## src/rtl/mult_result_fifo.sv

```systemverilog
// mult_result_fifo: queues {product, operand A, operand B} from a 10-phase shared multiplier
// Optional feature: define MULT_RESULT_CHECK_EN to recompute op_a*op_b at push time and flag mismatches.
// Ports:
//   clk, rst          - clock (rising edge), asynchronous active-high reset
//   in1, in2          - operands tapped from the multiplier input, latched at phase 0
//   prod              - multiplier output, captured at phase 9
//   res_ready         - consumer ready; head is popped when res_valid && res_ready
//   res_valid         - registered head-valid (occupancy > 0)
//   res_data/a/b      - registered head product and operands
//   overflow          - sticky, set when a push is dropped on a full FIFO
//   drop_cnt          - saturating count of dropped pushes
//   chk_err           - sticky product self-check mismatch (0 unless MULT_RESULT_CHECK_EN)
module mult_result_fifo #(
    parameter int DEPTH = 4
) (
    input  logic        clk,
    input  logic        rst,
    input  logic [7:0]  in1,
    input  logic [7:0]  in2,
    input  logic [15:0] prod,
    input  logic        res_ready,
    output logic        res_valid,
    output logic [15:0] res_data,
    output logic [7:0]  res_a,
    output logic [7:0]  res_b,
    output logic        overflow,
    output logic [7:0]  drop_cnt,
    output logic        chk_err
);
    localparam int AW = $clog2(DEPTH);

    logic [3:0]    phase;
    logic [7:0]    op_a, op_b;
    logic [31:0]   mem [DEPTH];
    logic [AW-1:0] rd_ptr, wr_ptr, rd_next;
    logic [AW:0]   count, cnt_next, remain;
    logic          push, pop, full, push_ok, drop;
    logic [31:0]   entry, head_next;

    assign push     = phase == 4'd9;
    assign pop      = res_valid && res_ready;
    assign full     = count == (AW+1)'(DEPTH);
    assign push_ok  = push && (!full || pop);
    assign drop     = push && full && !pop;
    assign entry    = {prod, op_a, op_b};
    assign remain   = count - (AW+1)'(pop);
    assign cnt_next = remain + (AW+1)'(push_ok);
    assign rd_next  = rd_ptr + AW'(pop);
    // When the FIFO drains to nothing this edge, the only possible new head is
    // the entry being written; otherwise the head is an existing, untouched slot.
    assign head_next = (remain == 0) ? (push_ok ? entry : 32'd0) : mem[rd_next];

    always_ff @(posedge clk)
        if (push_ok && !rst) mem[wr_ptr] <= entry;

    always_ff @(posedge clk or posedge rst) begin
        if (rst) begin
            phase     <= 4'd0;
            op_a      <= 8'd0;
            op_b      <= 8'd0;
            rd_ptr    <= '0;
            wr_ptr    <= '0;
            count     <= '0;
            res_valid <= 1'b0;
            res_data  <= 16'd0;
            res_a     <= 8'd0;
            res_b     <= 8'd0;
            overflow  <= 1'b0;
            drop_cnt  <= 8'd0;
        end else begin
            phase     <= push ? 4'd0 : phase + 4'd1;
            if (phase == 4'd0) begin
                op_a <= in1;
                op_b <= in2;
            end
            rd_ptr    <= rd_next;
            if (push_ok) wr_ptr <= wr_ptr + AW'(1);
            count     <= cnt_next;
            res_valid <= cnt_next != 0;
            res_data  <= head_next[31:16];
            res_a     <= head_next[15:8];
            res_b     <= head_next[7:0];
            if (drop) overflow <= 1'b1;
            if (drop && drop_cnt != 8'hFF) drop_cnt <= drop_cnt + 8'd1;
        end
    end

`ifdef MULT_RESULT_CHECK_EN
    // Checked on every phase-9 push, including ones that end up dropped.
    always_ff @(posedge clk or posedge rst) begin
        if (rst) chk_err <= 1'b0;
        else if (push && (16'(op_a) * 16'(op_b)) != prod) chk_err <= 1'b1;
    end
`else
    assign chk_err = 1'b0;
`endif
endmodule

```

## config.mk

```make
export PLATFORM = sky130hd
export DESIGN_NAME = mult_result_fifo
export DESIGN_NICKNAME = d
export VERILOG_FILES = /design/src/rtl/mult_result_fifo.sv
export SDC_FILE = /design/constraint.sdc
export NUM_CORES = 1
export LEC_CHECK = 0
export ABC_AREA = 1
export CAP_MARGIN = 20
export CORE_ASPECT_RATIO = 0.7
export CORE_UTILIZATION = 56
export DETAILED_ROUTE_END_ITERATION = 10
export GPL_TIMING_DRIVEN = 0
export PLACE_DENSITY = 0.78
export SLEW_MARGIN = 20
export SYNTH_ARGS = -nofsm -noshare
export SYNTH_HDL_FRONTEND = slang
export SYNTH_SLANG_ARGS = --single-unit
```

## constraint.sdc

```tcl
create_clock -name clk -period 3.9 [get_ports clk]
set_input_delay 0.78 -clock clk [delete_from_list [all_inputs] [get_ports clk]]
set_output_delay 0.78 -clock clk [all_outputs]
set_load 0.01 [all_outputs]
```

* Yosys cells after proc, flatten, opt, wreduce, memory -nomap -nowiden
Memory sizes are Yosys's and may differ from the RTL's.
Cells that the tools add are included.
** Operators by class
- $add $sub $neg :: 6
- Eq/ne operators :: 3
- Multiplexer cells :: 5
- Reduce and logical (&&, ||, !) cells :: 13
** Operators with widths (number)
- $mux 32 :: 2
- $add 8x1->8 const B :: 1
- $ne 8x8->1 const B :: 1
- $logic_and 1x1->1 :: 6
- $add 4x1->4 const B :: 1
- $eq 4x4->1 const B :: 1
- $logic_not 4->1 :: 1
- $mux 4 :: 1
- $add 3x1->3 :: 1
- $eq 3x3->1 const B :: 1
- $logic_not 1->1 :: 3
- $logic_not 3->1 :: 1
- $reduce_bool 3->1 :: 1
- $sub 3x1->3 :: 1
- $add 2x1->2 :: 1
- $add 2x1->2 const B :: 1
- $mux 1 :: 2
- $logic_or 1x1->1 :: 1
** Storage, ports and cells
- Register bits :: 69
- Memory bits (writable) :: 128
- Output and inout port bits :: 43
- Memories kept :: 1
** Memory list
- mem :: depth 4, width 32, rd ports 1, clocked after Yosys merged registers in 0, write ports 1, RTL line 34 : logic [31:0] mem [DEPTH];

* Longest topological paths before layout
Gate-level depths: netlist of the first run.
- Depth after elaboration :: 7
- Depth in mapped cells :: 12
- Depth with buffers taken out :: 9

* Worst setup path before layout of the first run
Ideal clock, no wire load.
- Path type :: input to register
- From :: in rst
- To :: mem mem[0][0] (enable)
- Setup time :: 0.421 ns
- Arrival :: 3.979 ns
- Slack :: -0.500 ns
- Stages :: 3
- Cells stage by stage :: inv_1 nand2_1 nor2_1
** Between the ends
- Cells in the longest elaborated chain, start to end :: 4
** RTL lines
- start: declaration :: RTL line 17 : input logic rst,
- $logic_not 1->1 (no source line)
- $logic_and 1x1->1 :: RTL line 54 : if (push_ok && !rst) mem[wr_ptr] <= entry;
- $mux 1 :: RTL line 54
- $mux 1 (implied by the code) :: RTL line 54
- end: declaration :: RTL line 34
No other way between the ends.

* Final worst setup path of the first run
- From :: in res_ready
- To :: mem mem[1][8] (enable)
** Between the ends
- Cells in the longest elaborated chain, start to end :: 6
** RTL lines
- start: declaration :: RTL line 21 : input logic res_ready,
- $logic_and 1x1->1 :: RTL line 41 : assign pop = res_valid && res_ready;
- $logic_or 1x1->1 :: RTL line 43 : assign push_ok = push && (!full || pop);
- $logic_and 1x1->1 :: RTL line 43
- $logic_and 1x1->1 :: RTL line 54
- $mux 1 :: RTL line 54
- $mux 1 (implied by the code) :: RTL line 54
No other way between the ends.

==> tab_implementation.tex, run 1 <==
\begin{tabular}{lr}
\hline
Metric & Value \\
\hline
\multicolumn{2}{l}{\textbf{STA}} \\
\quad Max-slew headroom at the worst pin & 0.4891 \\
\quad Unrepaired setup endpoints after global routing & no \\
\quad Maximum clock skew at final layout & 0.008381 ns \\
\quad Count of final max-slew check failures & 0 \\
\quad Worst hold margin & 0.4850 ns \\
\quad Crit path time final & 2.954 ns \\
\quad Maximum clock frequency & 338.6 MHz \\
\quad Period utilization & 0.7574 \\
\quad Slew of the pin with the lowest slew margin & 0.7664 ns \\
\quad Total count of hold-check failures in the final report & 0 \\
\quad Total of endpoints with negative setup slack in the final report & 0 \\
\multicolumn{2}{l}{\textbf{Logic synthesis}} \\
\quad Synth area leaders & edfxtp\_1, dfrtp\_1, nand2\_1 \\
\quad Distinct cells, synth & 27 \\
\quad Syn nets & 843 \\
\quad Post-synthesis cell type with the largest combined area & edfxtp\_1 \\
\quad Main synth FF type & edfxtp\_1 \\
\quad Synth Instances & 798 \\
\quad Warnings, synthesis & 0 \\
\quad Sequential share of the synthesized area & 0.6647 \\
\quad Share of Yosys cell area claimed by the top area cell type & 0.4586 \\
\quad Post-synth EDFFs & 128 \\
\quad Proportion of synthesized flip-flops having asynchronous set or reset & 0.3503 \\
\quad Post-Syn Area & 0.008381 mm² \\
\quad Mean Syn Cell Area & 10.50 µm² \\
\quad Yosys reg bits & 197 \\
\multicolumn{2}{l}{\textbf{GRT}} \\
\quad Global route overflow & 0 \\
\quad Most used routing layer in global routing & met2 \\
\quad All-Layer GR Usage & 0.2646 \\
\quad Initial antenna violation count & 1 \\
\quad Maximum number of pins on one net before global-route repair & 49 \\
\quad Wire length of the first global-routing pass & 30.19 mm \\
\quad Vias in the first global route & 5740 \\
\quad GR Layer Usage met1 & 0.3748 \\
\quad Met2 demand-to-capacity share in global routing & 0.4027 \\
\quad GR Layer Usage met3 & 0.05570 \\
\multicolumn{2}{l}{\textbf{Die}} \\
\quad Standard-cell row count & 36 \\
\quad Y dimension of the die & 104.4 µm \\
\quad Effective utilization at floorplan & 0.5869 \\
\quad Die Width & 148.2 µm \\
\quad Die Area & 0.01547 mm² \\
\quad Number of placed I/O pins & 78 \\
\quad Area of the placeable core & 0.01428 mm² \\
\multicolumn{2}{l}{\textbf{Finish}} \\
\quad Fillers & 984 \\
\quad Utilization of the core after routing & 0.7080 \\
\quad Multi-input combinational cell area & 0.002227 mm² \\
\quad Synthesis-to-finish area growth & 20.63\% \\
\quad Net total in the final layout & 943 \\
\quad Area occupied by registers & 0.005570 mm² \\
\quad Fraction of layout instances using a drive strength above 1 & 0.1076 \\
\quad Diode insertion count for antenna repair & 0 \\
\multicolumn{2}{l}{\textbf{CTS}} \\
\quad Cts bufs inserted & 17 \\
\quad Clock Root Buffer & clkbuf\_16 \\
\quad CTS Hold Buffers Added & 0 \\
\quad CTS sink cnt & 197 \\
\quad Clock latency on the worst-skew pair & 0.43 ns \\
\quad Post-CTS Setup Bufs & 0 \\
\quad Clock Tree Buf Depth & 2 \\
\quad CTS H-tree lvls & 4 \\
\quad Clock tree from TritonCTS & built \\
\quad Number of cells upsized or downsized after cts & 0 \\
\quad Register clock-pin slew on the reported worst setup and hold paths & 0.07 ns \\
\multicolumn{2}{l}{\textbf{Placed design}} \\
\quad HPWL after detailed placement & 12.10 mm \\
\quad Global placement routability congestion & 0.8188 \\
\quad \# port buffers & 76 \\
\multicolumn{2}{l}{\textbf{Worst setup path}} \\
\quad Critical path arrival & 3.09 ns \\
\quad Critical path endpoint category & flop \\
\quad Largest fanout on the critical path & 19 \\
\quad Library cell contributing the largest single delay on the critical path & nor2\_4 \\
\quad CP cell instances & clkdlybuf4s50\_1 > nand2\_1 > nand3\_1 > nand2\_1 > inv\_1 > nand2\_1 > nor2\_4 > buf\_16 \\
\quad Sum of buffers and inverters on the critical path & 3 \\
\quad Worst Path Required & 4.04 ns \\
\quad Kind of cell with the highest combined delay on the critical path & simple AND/OR/NAND/NOR gates \\
\quad Crit path top cell by count & nand2\_1 \\
\quad Kind of launch point of the worst setup path & input pin \\
\quad Worst setup path category & in2reg \\
\quad Slowest cell delay on critical path & 0.61 ns \\
\multicolumn{2}{l}{\textbf{Detailed routing}} \\
\quad First DRT Iteration DRCs & 464 \\
\quad Routed len/inst & 17.11 µm \\
\quad Via-per-instance ratio & 5.332 \\
\quad Via count & 5871 \\
\quad Drt pass-1 iters & 4 \\
\quad Final wirelength & 18.83 mm \\
\quad Number of nets with antenna violations after detailed routing & 0 \\
\quad Number of design rule violations left after detail routing & 0 \\
\multicolumn{2}{l}{\textbf{Min path}} \\
\quad Worst hold-check path type & reg2reg \\
\multicolumn{2}{l}{\textbf{Power and ir drop}} \\
\quad Leakage power & 4.533 nW \\
\quad Final Total Pwr & 7.511 mW \\
\quad Power density cells & 742.9 mW/mm² \\
\quad Maximum vdd ir drop & 0.4918 mV \\
\multicolumn{2}{l}{\textbf{Run}} \\
\quad Total of max-cap violations & 0 \\
\multicolumn{2}{l}{\textbf{Outcome}} \\
\quad Result of the run & finished, final reports clean \\
\hline
\end{tabular}
## layout by cell type, fill, tap and decap left out, drive strengths merged
master,synthesis,final
or2,1,1
nand2,256,256
a211oi,1,1
inv,110,116
dfrtp,69,69
clkdlybuf4s50,0,76
nor2,18,18
nand3,42,42
xor2,5,5
buf,24,29
ha,10,10
o21ai,114,114
xnor2,4,4
nand4,2,2
clkbuf,12,34
edfxtp,128,128
nor3,1,1
conb,1,1
clkinvlp,0,2
bufinv,0,1
clkinv,0,1
## final timing paths
kind / cells past startpoint / slack [ns] / startpoint / end
max in group asynchronous: 3 / 2.69 / rst / res_b[2]
min in group asynchronous: 2 / 0.66 / rst / phase[0]
max: 8 / 0.95 / res_ready / mem[1][8]
min: 1 / 0.48 / overflow / overflow
min reg2reg: 1 / 0.48 / overflow / overflow
max reg2reg: 8 / 1.15 / phase[2] / mem[1][8]
## through the flow
step | TNS, ns | setup slack, ns | cell area [µm²] | cells
6_report | 0 | 0.9463 | 10110 | 1101
5_1_grt | 0 | 0.7783 | 10110 | 1101
4_1_cts | 0 | 0.9380 | 10110 | 1101
3_5_place_dp | 0 | 0.4828 | 9549 | 1069
3_3_place_gp | -348.85 | -2.821 | 9379 | 1064
2_1_floorplan | -64.06 | -0.5005 | 8381 | 798
## cells in the mapped netlist (3+ instances only)
| cell | n |
|---|---|
| o21ai_2 | 29 |
| buf_2 | 13 |
| buf_6 | 3 |
| o21ai_0 | 80 |
| clkbuf_1 | 12 |
| buf_4 | 7 |
| xor2_1 | 4 |
| dfrtp_1 | 69 |
| nand3_1 | 41 |
| nand2_1 | 256 |
| inv_1 | 109 |
| edfxtp_1 | 128 |
| o21ai_1 | 5 |
| ha_1 | 10 |
| nor2_1 | 16 |
## state kept, by name (all words and copies together) (netlist names)
signal and cells:
count 3, res_valid 1, res_data 16, mem 128, wr_ptr 2, phase 4, overflow 1, op_b 8
drop_cnt 8, rd_ptr 2, res_a 8, res_b 8, op_a 8
## cells by family after synthesis
family	after synthesis	share of synthesized area
buffers and inverters	146	0.07315
flip-flops	197	0.6647
AND/OR/NAND/NOR	320	0.1527
AO/OA/AOI/OAI	115	0.08196
other	1	0.0004475
adder cells (fa/ha/maj)	10	0.01493
XOR/XNOR	9	0.01209
## area by class of cell
class	count	share of cell area
buffer	36	0.01980
clock inverter	10	0.009406
tap	190	0.02351
clock buffer	22	0.04604
sequential	197	0.5510
inverter	110	0.04109
multi-input combinational	455	0.2203
timing repair buffer	81	0.08886
## routing by layer
metal	up-vias	part of all wire	routed length (µm)
li1	2790	-	-
met1	2837	0.44	8283
met2	220	0.46	8735
met3	24	0.081	1529
met4	0	0.015	284
met5	-	0	0
## where the power goes
part,internal (mW),total [mW],switching [mW]
Sequential,2.56,2.66,0.0999
Combinational,1.18,3.16,1.98
Clock,0.925,1.69,0.764
Power figures use the tool's default switching activity.
==> run 2, diff against run 1 <==
--- a/config.mk
+++ b/config.mk
@@ -8,10 +8,10 @@
 export ABC_AREA = 1
 export CAP_MARGIN = 20
 export CORE_ASPECT_RATIO = 0.7
-export CORE_UTILIZATION = 56
+export CORE_UTILIZATION = 52
 export DETAILED_ROUTE_END_ITERATION = 10
 export GPL_TIMING_DRIVEN = 0
-export PLACE_DENSITY = 0.78
+export PLACE_DENSITY = 0.76
 export SLEW_MARGIN = 20
 export SYNTH_ARGS = -nofsm -noshare
 export SYNTH_HDL_FRONTEND = slang
==> constraint.sdc (replaced) <==
create_clock -name clk -period 2.5 [get_ports clk]
set_input_delay 0.5 -clock clk [delete_from_list [all_inputs] [get_ports clk]]
set_output_delay 0.5 -clock clk [all_outputs]
set_load 0.01 [all_outputs]
==> run 2 against run 1 <==
Utilization is 5.8 points lower. Routed wire length fell by 7.4%. Global-route usage shrank 3.5 points. First-iteration DRC count down 9.3%. Die area rose by 7.6%. Hold slack got worse by 0.42 ns. Total power up 58%. Clock skew grew 0.0029 ns. Non-clock buffer count is 2 lower. Combinational power grew 52%. Design area rose by 0.54%. Critical endpoint is now mem[1][0]. Largest power group unchanged.
==> tab_implementation.tex, run 2 (synthesized netlist as in run 1, its figures left out) <==
\begin{tabular}{lr}
\hline
Metric & Value \\
\hline
\multicolumn{2}{l}{\textbf{Finish}} \\
\quad Fraction of layout instances using a drive strength above 1 & 0.1188 (+0.01124) \\
\quad Register with the highest flop count & mem \\
\quad Leading cell types in the layout, fill and taps excluded & nand2\_1, edfxtp\_1, inv\_1 \\
\quad Synthesis-to-finish area growth & 21.29\% \\
\quad Number of flip-flops under the largest register name & 128 (unchanged) \\
\quad Leading cell type in the layout, fill and taps excluded & nand2\_1 \\
\quad Fillers & 1143 (+16\%) \\
\quad Diode insertion count for antenna repair & 0 (unchanged) \\
\quad Utilization of the core after routing & 0.6498 (-0.05821) \\
\quad Leading registers by flop count & mem x128, res\_data x16 \\
\quad Net total in the final layout & 941 (-0.21\%) \\
\multicolumn{2}{l}{\textbf{Outcome}} \\
\quad Result of the run & finished, final reports clean \\
\multicolumn{2}{l}{\textbf{Power and ir drop}} \\
\quad Net switching power of the design & 4.313 mW (+52\%) \\
\quad Maximum vdd ir drop & 0.6292 mV (+28\%) \\
\quad Power density cells & 1165 mW/mm² (+57\%) \\
\quad Clock power frac & 0.245 (+0.020) \\
\quad P\_int & 7.527 mW (+61\%) \\
\quad Part of the power in combinational logic & 0.404 (-0.017) \\
\quad Leakage power & 4.551 nW (+0.41\%) \\
\quad Flop pwr share & 0.351 (-0.004) \\
\quad Switching power share of the total & 0.3643 (-0.01455) \\
\multicolumn{2}{l}{\textbf{GRT}} \\
\quad All-Layer GR Usage & 0.2293 (-0.03521) \\
\quad Maximum number of pins on one net before global-route repair & 33 (-33\%) \\
\quad Wire length of the first global-routing pass & 28.17 mm (-6.7\%) \\
\quad Initial antenna violation count & 0 (-1) \\
\quad Vias in the first global route & 5364 (-6.6\%) \\
\quad Global route overflow & 0 (unchanged) \\
\multicolumn{2}{l}{\textbf{Detailed routing}} \\
\quad Drt pass-1 iters & 5 (+1) \\
\quad Number of nets with antenna violations after detailed routing & 0 (unchanged) \\
\quad Routed len/inst & 15.73 µm (-8.0\%) \\
\quad Via count & 5614 (-4.4\%) \\
\quad First DRT Iteration DRCs & 421 (-9.3\%) \\
\quad Via-per-instance ratio & 5.062 (-5.1\%) \\
\quad Number of design rule violations left after detail routing & 0 (unchanged) \\
\quad Final wirelength & 17.45 mm (-7.4\%) \\
\multicolumn{2}{l}{\textbf{STA}} \\
\quad Worst setup margin & 0.1558 ns (-0.7905 ns) \\
\quad Slew of the pin with the lowest slew margin & 1.064 ns (+0.2975 ns) \\
\quad Maximum clock skew at final layout & 0.01123 ns (+0.002852 ns) \\
\quad Max-slew headroom at the worst pin & 0.2891 (-0.2000) \\
\quad Crit path time final & 2.344 ns \\
\quad Total of endpoints with negative setup slack in the final report & 0 (unchanged) \\
\quad Period utilization & 0.9377 \\
\quad Count of final max-slew check failures & 0 (unchanged) \\
\quad Unrepaired setup endpoints after global routing & no \\
\quad Maximum clock frequency & 426.6 MHz \\
\quad Total count of hold-check failures in the final report & 0 (unchanged) \\
\multicolumn{2}{l}{\textbf{Die}} \\
\quad Number of placed I/O pins & 78 (unchanged) \\
\quad Effective utilization at floorplan & 0.5358 (-0.05117) \\
\quad Die Area & 0.01664 mm² (+7.6\%) \\
\quad Die Width & 153.7 µm (+3.7\%) \\
\quad Standard-cell row count & 38 (+5.6\%) \\
\quad Y dimension of the die & 108.2 µm (+3.7\%) \\
\quad Area of the placeable core & 0.01564 mm² (+9.6\%) \\
\multicolumn{2}{l}{\textbf{CTS}} \\
\quad Clock tree from TritonCTS & built \\
\quad Cts bufs inserted & 17 (unchanged) \\
\quad CTS sink cnt & 197 (unchanged) \\
\quad Clock latency on the worst-skew pair & 0.43 ns (about the same) \\
\quad CTS H-tree lvls & 4 (unchanged) \\
\quad Register clock-pin slew on the reported worst setup and hold paths & 0.06 ns (about the same) \\
\quad Clock Tree Buf Depth & 2 (unchanged) \\
\quad Clock Root Buffer & clkbuf\_16 \\
\quad CTS Hold Buffers Added & 0 (unchanged) \\
\multicolumn{2}{l}{\textbf{Min path}} \\
\quad Worst hold-check path type & in2async \\
\multicolumn{2}{l}{\textbf{Placed design}} \\
\quad \# port buffers & 76 (unchanged) \\
\quad Global placement routability congestion & 0.8047 (-1.7\%) \\
\quad Placement-stage worst setup slack & -0.7004 ns (-1.183 ns) \\
\quad HPWL after detailed placement & 10.95 mm (-9.5\%) \\
\multicolumn{2}{l}{\textbf{Run}} \\
\quad Total of max-cap violations & 0 (unchanged) \\
\multicolumn{2}{l}{\textbf{Worst setup path}} \\
\quad Kind of launch point of the worst setup path & input pin \\
\quad Sum of buffers and inverters on the critical path & 2 (-1) \\
\quad Source of the critical timing path & res\_ready \\
\quad Critical path arrival & 2.39 ns (-0.70 ns) \\
\quad Library cell contributing the largest single delay on the critical path & nor2\_4 \\
\quad Crit path top cell by count & nand2\_2 \\
\quad Worst setup path category & in2reg \\
\quad Slowest cell delay on critical path & 0.81 ns (+0.20 ns) \\
\quad CP cell instances & clkdlybuf4s50\_1 > nand2\_2 > nand3\_2 > nand2\_2 > inv\_4 > nand2\_8 > nor2\_4 \\
\quad Kind of cell with the highest combined delay on the critical path & simple AND/OR/NAND/NOR gates \\
\quad Critical path endpoint category & flop \\
\quad Origin of the critical flop-to-flop path & phase[1] \\
\quad Worst Path Required & 2.55 ns (-1.49 ns) \\
\quad Largest fanout on the critical path & 32 (+13) \\
\hline
\end{tabular}
==> run 2: changes by cell type in the layout (fill, tap and decap cells not counted), sizes merged <==
cell | before | now
buf | 29 | 26
bufinv | 1 | 4
inv | 116 | 112
clkinv | 1 | 2
clkbuf | 34 | 35
clkinvlp | 2 | 3
clkdlybuf4s50 | 76 | 75
==> run 2: power by group through the flow <==
stage          clock [mW]  sequential, mW  combinational [mW]
2_1_floorplan           0            4.34                2.94
3_3_place_gp            0            4.22                4.63
3_5_place_dp            0            4.22                4.71
4_1_cts              2.92            4.16                4.78
5_1_grt              3.05            4.19                5.35
6_report             2.90            4.16                4.79
==> run 2: what timing repair did <==
item	in CTS	in global routing
setup endpoints to repair	128	122
pin swaps	3	2
buffers inserted	0	0
gates resized for setup	6	13
==> run 2: layer usage <==
metal  routed length, µm  track usage
met5                   0            0
met4                 231      0.09143
met3                 983      0.03567
met2                8078       0.3594
met1                8153       0.3252
==> run 2: worst reg2reg max path: cells and delay by family, from the launching register on <==
| family | cells | cell delay (ns) |
|---|---|---|
| and+or+nand+nor | 5 | 1.32 |
| DFF | 1 | 0.43 |
| buffers and inverters | 2 | 0.19 |
==> run 2: path summary, 6_finish.rpt <==
path,to,slack [ns],depth (start not counted)
worst min register to register,overflow,0.49,1
min in group clk,overflow,0.49,1
worst max-delay path,mem[1][0],0.16,7
worst max register to register,mem[1][0],0.19,7
worst min-delay path,res_b[6],0.06,2
max in group asynchronous,res_data[15],1.75,4
==> run 2: per-stage QoR <==
stage               hold WS (ns)  instance area [µm²]  TNS [ns]  total power [mW]  cells
floorplan                 0.4536                 8422         0             7.283    798
global placement          0.4640                 9433   -145.41             8.849   1074
detailed placement        0.4718                 9473    -91.70             8.931   1076
CTS                       0.2185                10130         0             11.86   1108
global route             0.09097                10160         0             12.58   1109
finish                   0.06048                10160         0             11.84   1109
==> run 2: final cells by class <==
class	count	area, µm²	share of cell area
Inverter	110	419.2	0.04124
Clock buffer	21	460.4	0.04530
Multi-Input combinational cell	455	2258	0.2222
Tap cell	200	250.2	0.02462
Buffer	36	205.2	0.02019
Sequential cell	197	5570	0.5480
Timing Repair Buffer	79	830.8	0.08173
Clock inverter	11	170.2	0.01674
==> run 3, diff against run 2 <==
--- a/config.mk
+++ b/config.mk
@@ -8,6 +8,7 @@
 export ABC_AREA = 1
 export CAP_MARGIN = 20
 export CORE_ASPECT_RATIO = 0.7
+export CORE_MARGIN = 2
 export CORE_UTILIZATION = 52
 export DETAILED_ROUTE_END_ITERATION = 10
 export GPL_TIMING_DRIVEN = 0
@@ -16,3 +17,4 @@
 export SYNTH_ARGS = -nofsm -noshare
 export SYNTH_HDL_FRONTEND = slang
 export SYNTH_SLANG_ARGS = --single-unit
+export TNS_END_PERCENT = 50
==> run 3 against run 2 <==
The flow now finishes with violations (setup timing). Combinational power barely moved. First-iteration DRC count increased by 15%. Critical path depth did not move. Setup slack lost 0.16 ns. Maximum frequency is 6.4% lower. Highest routed layer unchanged. Count of clock-buffer cells in the layout down 2. Hold slack got worse by 0.0045 ns. Sequential power about the same.
==> tab_implementation.tex, run 3 (synthesized netlist as in run 1, its figures left out) <==
\begin{tabular}{lr}
\hline
Metric & Value \\
\hline
\multicolumn{2}{l}{\textbf{Finish}} \\
\quad Register with the highest flop count & mem \\
\quad Diode insertion count for antenna repair & 0 (unchanged) \\
\quad Leading cell types in the layout, fill and taps excluded & nand2\_1, edfxtp\_1, inv\_1 \\
\quad Leading cell type in the layout, fill and taps excluded & nand2\_1 \\
\quad Net total in the final layout & 941 (unchanged) \\
\quad Non-Filler Cell Area, Final & 0.01009 mm² (-0.75\%) \\
\quad Number of flip-flops under the largest register name & 128 (unchanged) \\
\quad Leading registers by flop count & mem x128, res\_data x16 \\
\quad Synthesis-to-finish area growth & 20.38\% \\
\quad Fraction of layout instances using a drive strength above 1 & 0.1078 (-0.01100) \\
\multicolumn{2}{l}{\textbf{Worst setup path}} \\
\quad Kind of cell with the highest combined delay on the critical path & simple AND/OR/NAND/NOR gates \\
\quad Library cell contributing the largest single delay on the critical path & nor2\_4 \\
\quad Worst Path Required & 2.54 ns (about the same) \\
\quad Slowest cell delay on critical path & 0.84 ns (+0.03 ns) \\
\quad Critical path endpoint category & flop \\
\quad Sum of buffers and inverters on the critical path & 2 (unchanged) \\
\quad Crit path top cell by count & nand2\_1 \\
\quad Worst setup path category & in2reg \\
\quad Kind of launch point of the worst setup path & input pin \\
\quad Critical path arrival & 2.55 ns (+0.16 ns) \\
\quad Largest fanout on the critical path & 32 (unchanged) \\
\quad CP cell instances & clkdlybuf4s50\_1 > nand2\_1 > nand3\_2 > nand2\_1 > inv\_2 > nand2\_8 > nor2\_4 \\
\multicolumn{2}{l}{\textbf{CTS}} \\
\quad Clock Root Buffer & clkbuf\_16 \\
\quad Post-CTS Setup Bufs & 0 (unchanged) \\
\quad CTS sink cnt & 197 (unchanged) \\
\quad Cts bufs inserted & 17 (unchanged) \\
\quad CTS H-tree lvls & 4 (unchanged) \\
\quad Register clock-pin slew on the reported worst setup and hold paths & 0.07 ns (about the same) \\
\quad Clock tree from TritonCTS & built \\
\quad Clock Tree Buf Depth & 2 (unchanged) \\
\quad Clock latency on the worst-skew pair & 0.43 ns (about the same) \\
\multicolumn{2}{l}{\textbf{Power and ir drop}} \\
\quad Net switching power of the design & 4.380 mW (+1.6\%) \\
\quad Leakage power & 4.509 nW (-0.92\%) \\
\quad Maximum vdd ir drop & 0.5959 mV (-5.3\%) \\
\quad Part of the power in combinational logic & 0.414 (+0.010) \\
\quad Flop pwr share & 0.358 (+0.007) \\
\quad Power density cells & 1152 mW/mm² (-1.1\%) \\
\quad Clock power frac & 0.228 (-0.017) \\
\quad P\_int & 7.246 mW (-3.7\%) \\
\quad Switching power share of the total & 0.3768 (+0.01248) \\
\multicolumn{2}{l}{\textbf{GRT}} \\
\quad Initial antenna violation count & 0 (unchanged) \\
\quad Vias in the first global route & 5591 (+4.2\%) \\
\quad Wire length of the first global-routing pass & 29.02 mm (+3.0\%) \\
\quad All-Layer GR Usage & 0.2267 (-0.002668) \\
\quad Global route overflow & 0 (unchanged) \\
\quad Maximum number of pins on one net before global-route repair & 33 (unchanged) \\
\multicolumn{2}{l}{\textbf{Die}} \\
\quad Area of the placeable core & 0.01564 mm² (unchanged) \\
\quad Die Width & 155.7 µm (+1.3\%) \\
\quad Number of placed I/O pins & 78 (unchanged) \\
\quad Y dimension of the die & 110.2 µm (+1.8\%) \\
\quad Die Area & 0.01716 mm² (+3.2\%) \\
\quad Effective utilization at floorplan & 0.5358 (unchanged) \\
\quad Standard-cell row count & 38 (unchanged) \\
\multicolumn{2}{l}{\textbf{Detailed routing}} \\
\quad Number of nets with antenna violations after detailed routing & 0 (unchanged) \\
\quad Number of design rule violations left after detail routing & 0 (unchanged) \\
\quad First DRT Iteration DRCs & 486 (+15\%) \\
\quad Routed len/inst & 16.36 µm (+4.0\%) \\
\quad Via-per-instance ratio & 5.175 (+2.2\%) \\
\quad Drt pass-1 iters & 5 (unchanged) \\
\quad Via count & 5739 (+2.2\%) \\
\quad Final wirelength & 18.15 mm (+4.0\%) \\
\multicolumn{2}{l}{\textbf{STA}} \\
\quad Total count of hold-check failures in the final report & 0 (unchanged) \\
\quad Unrepaired setup endpoints after global routing & yes \\
\quad Crit path time final & 2.504 ns (+0.1599 ns) \\
\quad Maximum clock skew at final layout & 0.01028 ns (-0.0009542 ns) \\
\quad Max-slew headroom at the worst pin & 0.2569 (-0.03220) \\
\quad Count of final max-slew check failures & 0 (unchanged) \\
\quad Maximum clock frequency & 399.3 MHz (-6.4\%) \\
\quad Worst setup margin & -0.004103 ns (-0.1599 ns) \\
\quad Worst hold margin & 0.05599 ns (-0.004494 ns) \\
\quad Slew of the pin with the lowest slew margin & 1.112 ns (+0.04818 ns) \\
\quad Period utilization & 1.002 (+0.06396) \\
\quad Total of endpoints with negative setup slack in the final report & 5 (+5) \\
\multicolumn{2}{l}{\textbf{Placed design}} \\
\quad HPWL after detailed placement & 11.22 mm (+2.4\%) \\
\quad Global placement routability congestion & 0.8085 (+0.47\%) \\
\quad \# port buffers & 76 (unchanged) \\
\quad Placement-stage worst setup slack & -0.7016 ns (-0.001223 ns) \\
\quad Cell Area, Placed & 0.009473 mm² (unchanged) \\
\multicolumn{2}{l}{\textbf{Min path}} \\
\quad Worst hold-check path type & in2async \\
\multicolumn{2}{l}{\textbf{Run}} \\
\quad Total of max-cap violations & 0 (unchanged) \\
\multicolumn{2}{l}{\textbf{Outcome}} \\
\quad Result of the run & complete, but fails checks \\
\quad Violations in the final reports & setup timing \\
\hline
\end{tabular}
## run 3: cell count changes in the layout (fill, tap and decap cells not counted), sizes merged
cell	change
bufinv	-2
clkbuf	-3
clkinv	+7
buf	+1
inv	-2
clkinvlp	-1
## run 3: final timing paths
path                           start      endpoint  slack (ns)  cells past startpoint
setup / recovery           res_ready     mem[0][9]      -0.004                      7
hold / removal                   rst      res_b[6]        0.06                      2
setup reg to reg            phase[1]     mem[0][9]        0.08                      7
hold reg to reg             overflow      overflow        0.48                      1
max in group asynchronous        rst  res_data[10]        1.74                      4
min in group clk            overflow      overflow        0.48                      1
## run 3: layout make-up
cell class,instances,area [µm²]
fillers,1186,5554
clock inverters,13,133.9
inverters,110,416.7
well taps,200,250.2
multi-input cells,455,2253
clock buffers,19,432.9
flip-flops and latches,197,5570
repair buffers,79,830.8
plain buffers,36,200.2
## run 3: what timing repair did
action,4_1_cts,5_1_grt
hold buffers,0,0
pin swaps,1,0
resized for setup,7,1
endpoints found under the setup margin,128,102
## run 3: per-stage QoR
| step | power, mW | util | cells | TNS, ns |
|---|---|---|---|---|
| 5_1_grt | 12.37 | 0.6449 | 1109 | -7.676 |
| 4_1_cts | 11.63 | 0.6435 | 1108 | 0 |
| 6_report | 11.63 | 0.6449 | 1109 | -0.008475 |
| 2_1_floorplan | 7.283 | - | 798 | 0 |
| 3_5_place_dp | 8.963 | 0.6056 | 1076 | -94.36 |
| 3_3_place_gp | 8.851 | 0.6030 | 1074 | -146.67 |
## run 3: routing by layer
layer,global-route usage,wire length [µm]
met3,0.04457,1360
met5,0,0
met1,0.3146,8153
met2,0.3625,8393
met4,0.08257,239
## run 3: power by group through the flow
stage	Clock, mW	Sequential [mW]	Combinational (mW)
after floorplan	0	4.34	2.94
after global placement	0	4.22	4.63
after detailed placement	0	4.23	4.73
after CTS	2.67	4.17	4.80
after global routing	2.82	4.20	5.35
final	2.65	4.16	4.81
